===== config.mk =====
export PLATFORM = sky130hd
export DESIGN_NAME = tnoc_vc_arbiter
export DESIGN_NICKNAME = d
export VERILOG_FILES = /design/src/rtl/tnoc_config_pkg.sv /design/src/rtl/tnoc_vc_rr_select.sv /design/src/rtl/tnoc_vc_arbiter.sv
export SDC_FILE = /design/constraint.sdc
export NUM_CORES = 1
export LEC_CHECK = 0
export CORE_AREA = 10 10 47 49
export CTS_BUF_LIST = sky130_fd_sc_hd__clkbuf_2
export DETAILED_ROUTE_END_ITERATION = 10
export DIE_AREA = 0 0 57 59
export PLACE_DENSITY = 0.43
export SYNTH_ARGS = -nofsm -noshare
export SYNTH_HDL_FRONTEND = slang
export SYNTH_SLANG_ARGS = --single-unit

===== constraint.sdc =====
create_clock -name i_clk -period 1.9 [get_ports i_clk]
set_clock_uncertainty 0.2 [all_clocks]
set_input_delay 0.38 -clock i_clk [delete_from_list [all_inputs] [get_ports i_clk]]
set_output_delay 0.38 -clock i_clk [all_outputs]
set_load 0.1 [all_outputs]

===== src/rtl/tnoc_config_pkg.sv =====
// Shared NoC configuration record, defaults and arbiter state type.
// Sizing helpers used by the VC arbiter and its round-robin picker.
package tnoc_config_pkg;

    typedef struct packed {
        int unsigned virtual_channels;
        int unsigned address_x_width;
        int unsigned address_y_width;
        int unsigned data_width;
    } tnoc_config;

    localparam tnoc_config TNOC_DEFAULT_CONFIG = '{
        virtual_channels: 2,
        address_x_width:  3,
        address_y_width:  3,
        data_width:       32
    };

    typedef enum logic {
        IDLE = 1'b0,
        BUSY = 1'b1
    } tnoc_vc_arbiter_state_e;

    // A single VC still needs a 1-bit index so ports never collapse to zero width.
    function automatic int index_width(input int channels);
        return (channels <= 1) ? 1 : $clog2(channels);
    endfunction

endpackage


===== src/rtl/tnoc_vc_rr_select.sv =====
// Combinational round-robin picker: first eligible VC at or after pointer, wrapping.
// Latency: 0 cycles (pure logic). Backpressure: none; the caller decides when to load the result.
module tnoc_vc_rr_select #(
    parameter int CHANNELS = 2,
    parameter int INDEX_W  = 1
)(
    input  logic [CHANNELS-1:0] eligible,
    input  logic [INDEX_W-1:0]  pointer,
    output logic                found,
    output logic [CHANNELS-1:0] winner,
    output logic [INDEX_W-1:0]  winner_index
);

    logic [CHANNELS-1:0]   upper_mask;
    logic [2*CHANNELS-1:0] doubled;
    logic [2*CHANNELS-1:0] doubled_pick;

    // Low half holds only VCs at/after the pointer; high half is the wrapped copy,
    // so the lowest set bit of the doubled vector is the round-robin winner.
    always_comb begin
        upper_mask   = ~((CHANNELS'(1) << pointer) - CHANNELS'(1));
        doubled      = {eligible, eligible & upper_mask};
        doubled_pick = doubled & (~doubled + {{(2*CHANNELS-1){1'b0}}, 1'b1});
        winner       = doubled_pick[CHANNELS-1:0] | doubled_pick[2*CHANNELS-1:CHANNELS];
        found        = |eligible;
    end

    always_comb begin
        winner_index = '0;
        for (int i = 0; i < CHANNELS; i++) begin
            if (winner[i]) begin
                winner_index = INDEX_W'(i);
            end
        end
    end

endmodule


===== src/rtl/tnoc_vc_arbiter.sv =====
// Packet-level round-robin VC arbiter; grant locked until the tail flit handshakes (i_free).
// Latency: request -> registered grant 1 cycle; TNOC_VC_ARBITER_BACK_TO_BACK_EN re-grants on i_free.
// Backpressure: none here; flit stalls are absorbed by ready while the grant stays locked.
module tnoc_vc_arbiter
    import tnoc_config_pkg::*;
#(
    parameter  tnoc_config CONFIG   = TNOC_DEFAULT_CONFIG,
    localparam int         CHANNELS = int'(CONFIG.virtual_channels),
    localparam int         INDEX_W  = index_width(CHANNELS)
)(
    input  logic                i_clk,
    input  logic                i_rst,
    input  logic [CHANNELS-1:0] i_request,
    input  logic [CHANNELS-1:0] i_vc_available,
    input  logic                i_free,
    output logic [CHANNELS-1:0] o_grant,
    output logic                o_grant_valid,
    output logic [INDEX_W-1:0]  o_grant_index
);

    tnoc_vc_arbiter_state_e state_q;
    tnoc_vc_arbiter_state_e state_d;

    logic [CHANNELS-1:0] eligible;
    logic                found;
    logic [CHANNELS-1:0] winner;
    logic [INDEX_W-1:0]  winner_index;
    logic [INDEX_W-1:0]  pointer_q;
    logic [INDEX_W-1:0]  pointer_next;
    logic [CHANNELS-1:0] grant_q;
    logic [INDEX_W-1:0]  index_q;
    logic                load_grant;
    logic                clear_grant;

    // A VC only competes when downstream can take a whole new packet.
    assign eligible = i_request & i_vc_available;

    tnoc_vc_rr_select #(
        .CHANNELS (CHANNELS),
        .INDEX_W  (INDEX_W)
    ) u_rr_select (
        .eligible     (eligible),
        .pointer      (pointer_q),
        .found        (found),
        .winner       (winner),
        .winner_index (winner_index)
    );

    assign pointer_next = (winner_index == INDEX_W'(CHANNELS - 1)) ? '0 : winner_index + 1'b1;

    always_ff @(posedge i_clk) begin
        if (i_rst) begin
            state_q <= IDLE;
        end else begin
            state_q <= state_d;
        end
    end

    always_comb begin
        state_d = state_q;
        case (state_q)
            IDLE: if (found) state_d = BUSY;
            BUSY: begin
                if (i_free) begin
`ifdef TNOC_VC_ARBITER_BACK_TO_BACK_EN
                    state_d = found ? BUSY : IDLE;
`else
                    state_d = IDLE;
`endif
                end
            end
            default: state_d = IDLE;
        endcase
    end

    always_comb begin
        load_grant  = 1'b0;
        clear_grant = 1'b0;
        case (state_q)
            IDLE: load_grant = found;
            BUSY: begin
                if (i_free) begin
`ifdef TNOC_VC_ARBITER_BACK_TO_BACK_EN
                    load_grant  = found;
                    clear_grant = !found;
`else
                    clear_grant = 1'b1;
`endif
                end
            end
            default: clear_grant = 1'b1;
        endcase
    end

    always_ff @(posedge i_clk) begin
        if (i_rst) begin
            grant_q   <= '0;
            index_q   <= '0;
            pointer_q <= '0;
        end else if (load_grant) begin
            grant_q   <= winner;
            index_q   <= winner_index;
            pointer_q <= pointer_next;
        end else if (clear_grant) begin
            grant_q <= '0;
            index_q <= '0;
        end
    end

    assign o_grant       = grant_q;
    assign o_grant_valid = |grant_q;
    assign o_grant_index = index_q;

    // Protocol checks on the requesters; the hardware tolerates both violations.
    always_ff @(posedge i_clk) begin
        if (!i_rst) begin
            assert (!(state_q == IDLE && i_free))
                else $error("tnoc_vc_arbiter: i_free asserted while idle");
            assert (!(state_q == BUSY && !i_free && !i_request[index_q]))
                else $error("tnoc_vc_arbiter: granted VC %0d dropped request before tail", index_q);
            assert ($onehot0(grant_q))
                else $error("tnoc_vc_arbiter: grant not one-hot: %b", grant_q);
        end
    end

endmodule


==> impl_metrics.py <==
metrics = {
    "worst_setup_path": {
        "worstSetupEndpointType": "output pin",
        "reg2reg_slack_ps": 750,
        "r2r_end": "o_grant[0]",
        "critPathRequiredTime_ps": 1320,
        "start_kind": "flop",
        "path_max_fanout": 4,
        "crit_arrival_ps": 1050,
        "critical_path_class": "reg -> out",
        "regToRegStartpoint": "state_q",
        "ff2ff_path_depth": 3,
    },
    "flow_run": {
        "cap_violations": 0,
    },
    "cts": {
        "path_clk_slew_ps": 40,
        "cts_tree": "yes",
        "cts_hold_buffers": 0,
        "clockBufferDepth": 2,
        "htreeDepth": 1,
        "clock_sinks": 4,
        "insertion_delay_ps": 210,
        "post_cts_buffers": 0,
        "clockRootBuffer": "clkbuf_2",
        "postCtsResizedCells": 0,
        "cts_buffers": 3,
    },
    "timing": {
        "hold_viol_final": 0,
        "post-route-period-util_pct": 85.8,
        "period_minus_slack_ps": 1630,
        "final-setup-viol-count": 0,
        "setup_slack_ps": 270,
        "hold_ws_ps": 312,
        "timing.fmax_mhz": 614,
        "slew_viol_final": 0,
        "final.setup.tns_ps": 0,
        "tightestPinTransition_ps": 303,
        "relSlewSlack_pct": 79.8,
        "rsz0062_at_grt": "false",
    },
    "pwr": {
        "switchingPower_mw": 0.104,
        "switching_share_pct": 36.7,
        "share_comb_of_total_power_pct": 37.7,
        "p_leak_nw": 0.138,
        "p_clk_share_pct": 26.9,
        "irDropWorstVdd_mv": 0.248,
        "p_int_mw": 0.179,
        "power_density_nw_per_um2": 778,
        "power_frac_seq_pct": 35.4,
    },
    "hold_path": {
        "min_from": "o_grant[0]",
        "holdPathStages": 2,
        "min_path_type": "reg -> reg",
        "min_to": "o_grant[0]",
    },
    "logic_synthesis": {
        "yosys_warnings": 0,
        "ys_seq_area_share_pct": 41.6,
        "synth-seq-cells": 4,
        "synth_nets": 27,
        "synth_cell_types": 15,
        "syn_avg_cell_area_um2": 9.63,
        "netlist_area_um2": 193,
        "synth_cells": 20,
    },
    "placed_design": {
        "portBuffers": 10,
        "gp_congestion": 0.665,
        "numPlacedInstances": 45,
        "dpl_worst_slack_ps": 146,
        "dpl.hpwl_um": 491,
    },
    "die": {
        "die_w_um": 57,
        "rows": 14,
        "initial_core_util_pct": 13.8,
        "die_h_um": 59,
        "dieArea_um2": 3360,
        "num_io_pins": 11,
        "core_area_um2": 1400,
    },
    "route": {
        "wire_per_inst_um": 12.0,
        "wl_met2_um": 319,
        "dr.max_layer_used": "met4",
        "wl_um": 577,
        "viasPerCell": 4.56,
        "ant_nets": 0,
        "wl_met1_um": 178,
        "wl_met3_um": 51,
        "dr.pass1.iters": 4,
        "drc": 0,
        "vias": 219,
        "drt-initial-drc-count": 7,
    },
    "cells_and_area": {
        "final_common_cell": "clkdlybuf4s50_1",
        "mostFrequentLayoutCells": "clkdlybuf4s50_1, buf_12, clkbuf_2",
        "antenna_cells": 0,
        "final.fill_count": 155,
        "layout.area.seq_um2": 82.6,
        "final_util_pct": 25.9,
        "area_growth_pct": 88.3,
        "multi_input_area_um2": 101,
        "nets": 41,
        "final-instance-count-excl-fill": 48,
        "drive_gt1_share_pct": 34.4,
    },
    "global_route": {
        "antenna_found_initial": 0,
        "grt_max_degree": 7,
        "grt_first_pass_wirelength_um": 917,
        "overflow": 0,
        "grtUsageTotal_pct": 3.75,
        "grt_pass1_vias": 225,
    },
    "run_status": {
        "status": "complete, no violations",
    },
}
==> how the worst max path moves through the flow <==
stage,startpoint,endpoint,slack (ps),cells past startpoint
6_report,o_grant[1],o_grant_valid,270,2
5_1_grt,o_grant[1],o_grant_valid,220,2
4_1_cts,o_grant[1],o_grant_valid,260,2
3_5_place_dp,i_vc_available[0],o_grant[0],150,4
3_3_place_gp,i_request[0],o_grant[0],180,4
2_1_floorplan,o_grant[1],o_grant_valid,130,1
==> power groups by stage <==
stage	combinational, mW	sequential, mW	clock (mW)
finish	0.107	0.100	0.0758
global route	0.112	0.100	0.0837
CTS	0.107	0.100	0.0793
detailed placement	0.107	0.101	0
global placement	0.106	0.101	0
floorplan	0.0445	0.116	0
==> flip-flops by register name (all words and copies together) (netlist names) <==
| register | cells |
|---|---|
| state_q | 1 |
| pointer_q | 1 |
| o_grant | 2 |
==> through the flow <==
step / power (mW) / cell area (µm²)
after floorplan: 0.161 / 195
after global placement: 0.207 / 348
after detailed placement: 0.208 / 348
after CTS: 0.287 / 363
after global routing: 0.296 / 363
final: 0.282 / 363
==> final cells by class <==
type / instances / share of cell area [%]
well taps: 16 / 5.52
inverters: 1 / 1.03
multi-input cells: 14 / 27.9
flip-flops and latches: 4 / 22.8
clock buffers: 3 / 4.14
repair buffers: 10 / 38.6
==> cells in the mapped netlist <==
library cell / count / area share (%)
a21oi_1: 2 / 5.2
inv_1: 1 / 1.9
nor2b_1: 1 / 3.2
nand2_1: 1 / 1.9
buf_4: 1 / 3.9
o21bai_1: 1 / 3.9
o21ai_1: 2 / 5.2
a211oi_1: 1 / 3.9
dfxtp_1: 4 / 42
a221oi_2: 1 / 7.8
a311o_1: 1 / 5.2
o2111ai_1: 1 / 4.5
or2_2: 1 / 3.2
a22oi_1: 1 / 3.9
and3b_1: 1 / 4.5
==> worst max-delay path: stages, from the launching register on <==
cell and delay (ps):
dfxtp_2 350, or2_2 330, buf_12 170
==> per-layer routing <==
layer	up-vias	track usage (%)
li1	102	-
met1	100	2.36
met2	13	6.05
met3	4	2.58
met4	0	5.37
met5	-	0
==> cell families (layout without fill, tap and decap cells) <==
family          after synthesis  after routing  share of synthesized area (%)
compound gates               10             10                           39.6
buf+inv                       2             14                           5.84
flops                         4              4                           41.6
simple gates                  4              4                           13.0
Note: power is estimated with default switching activity, not from simulation.
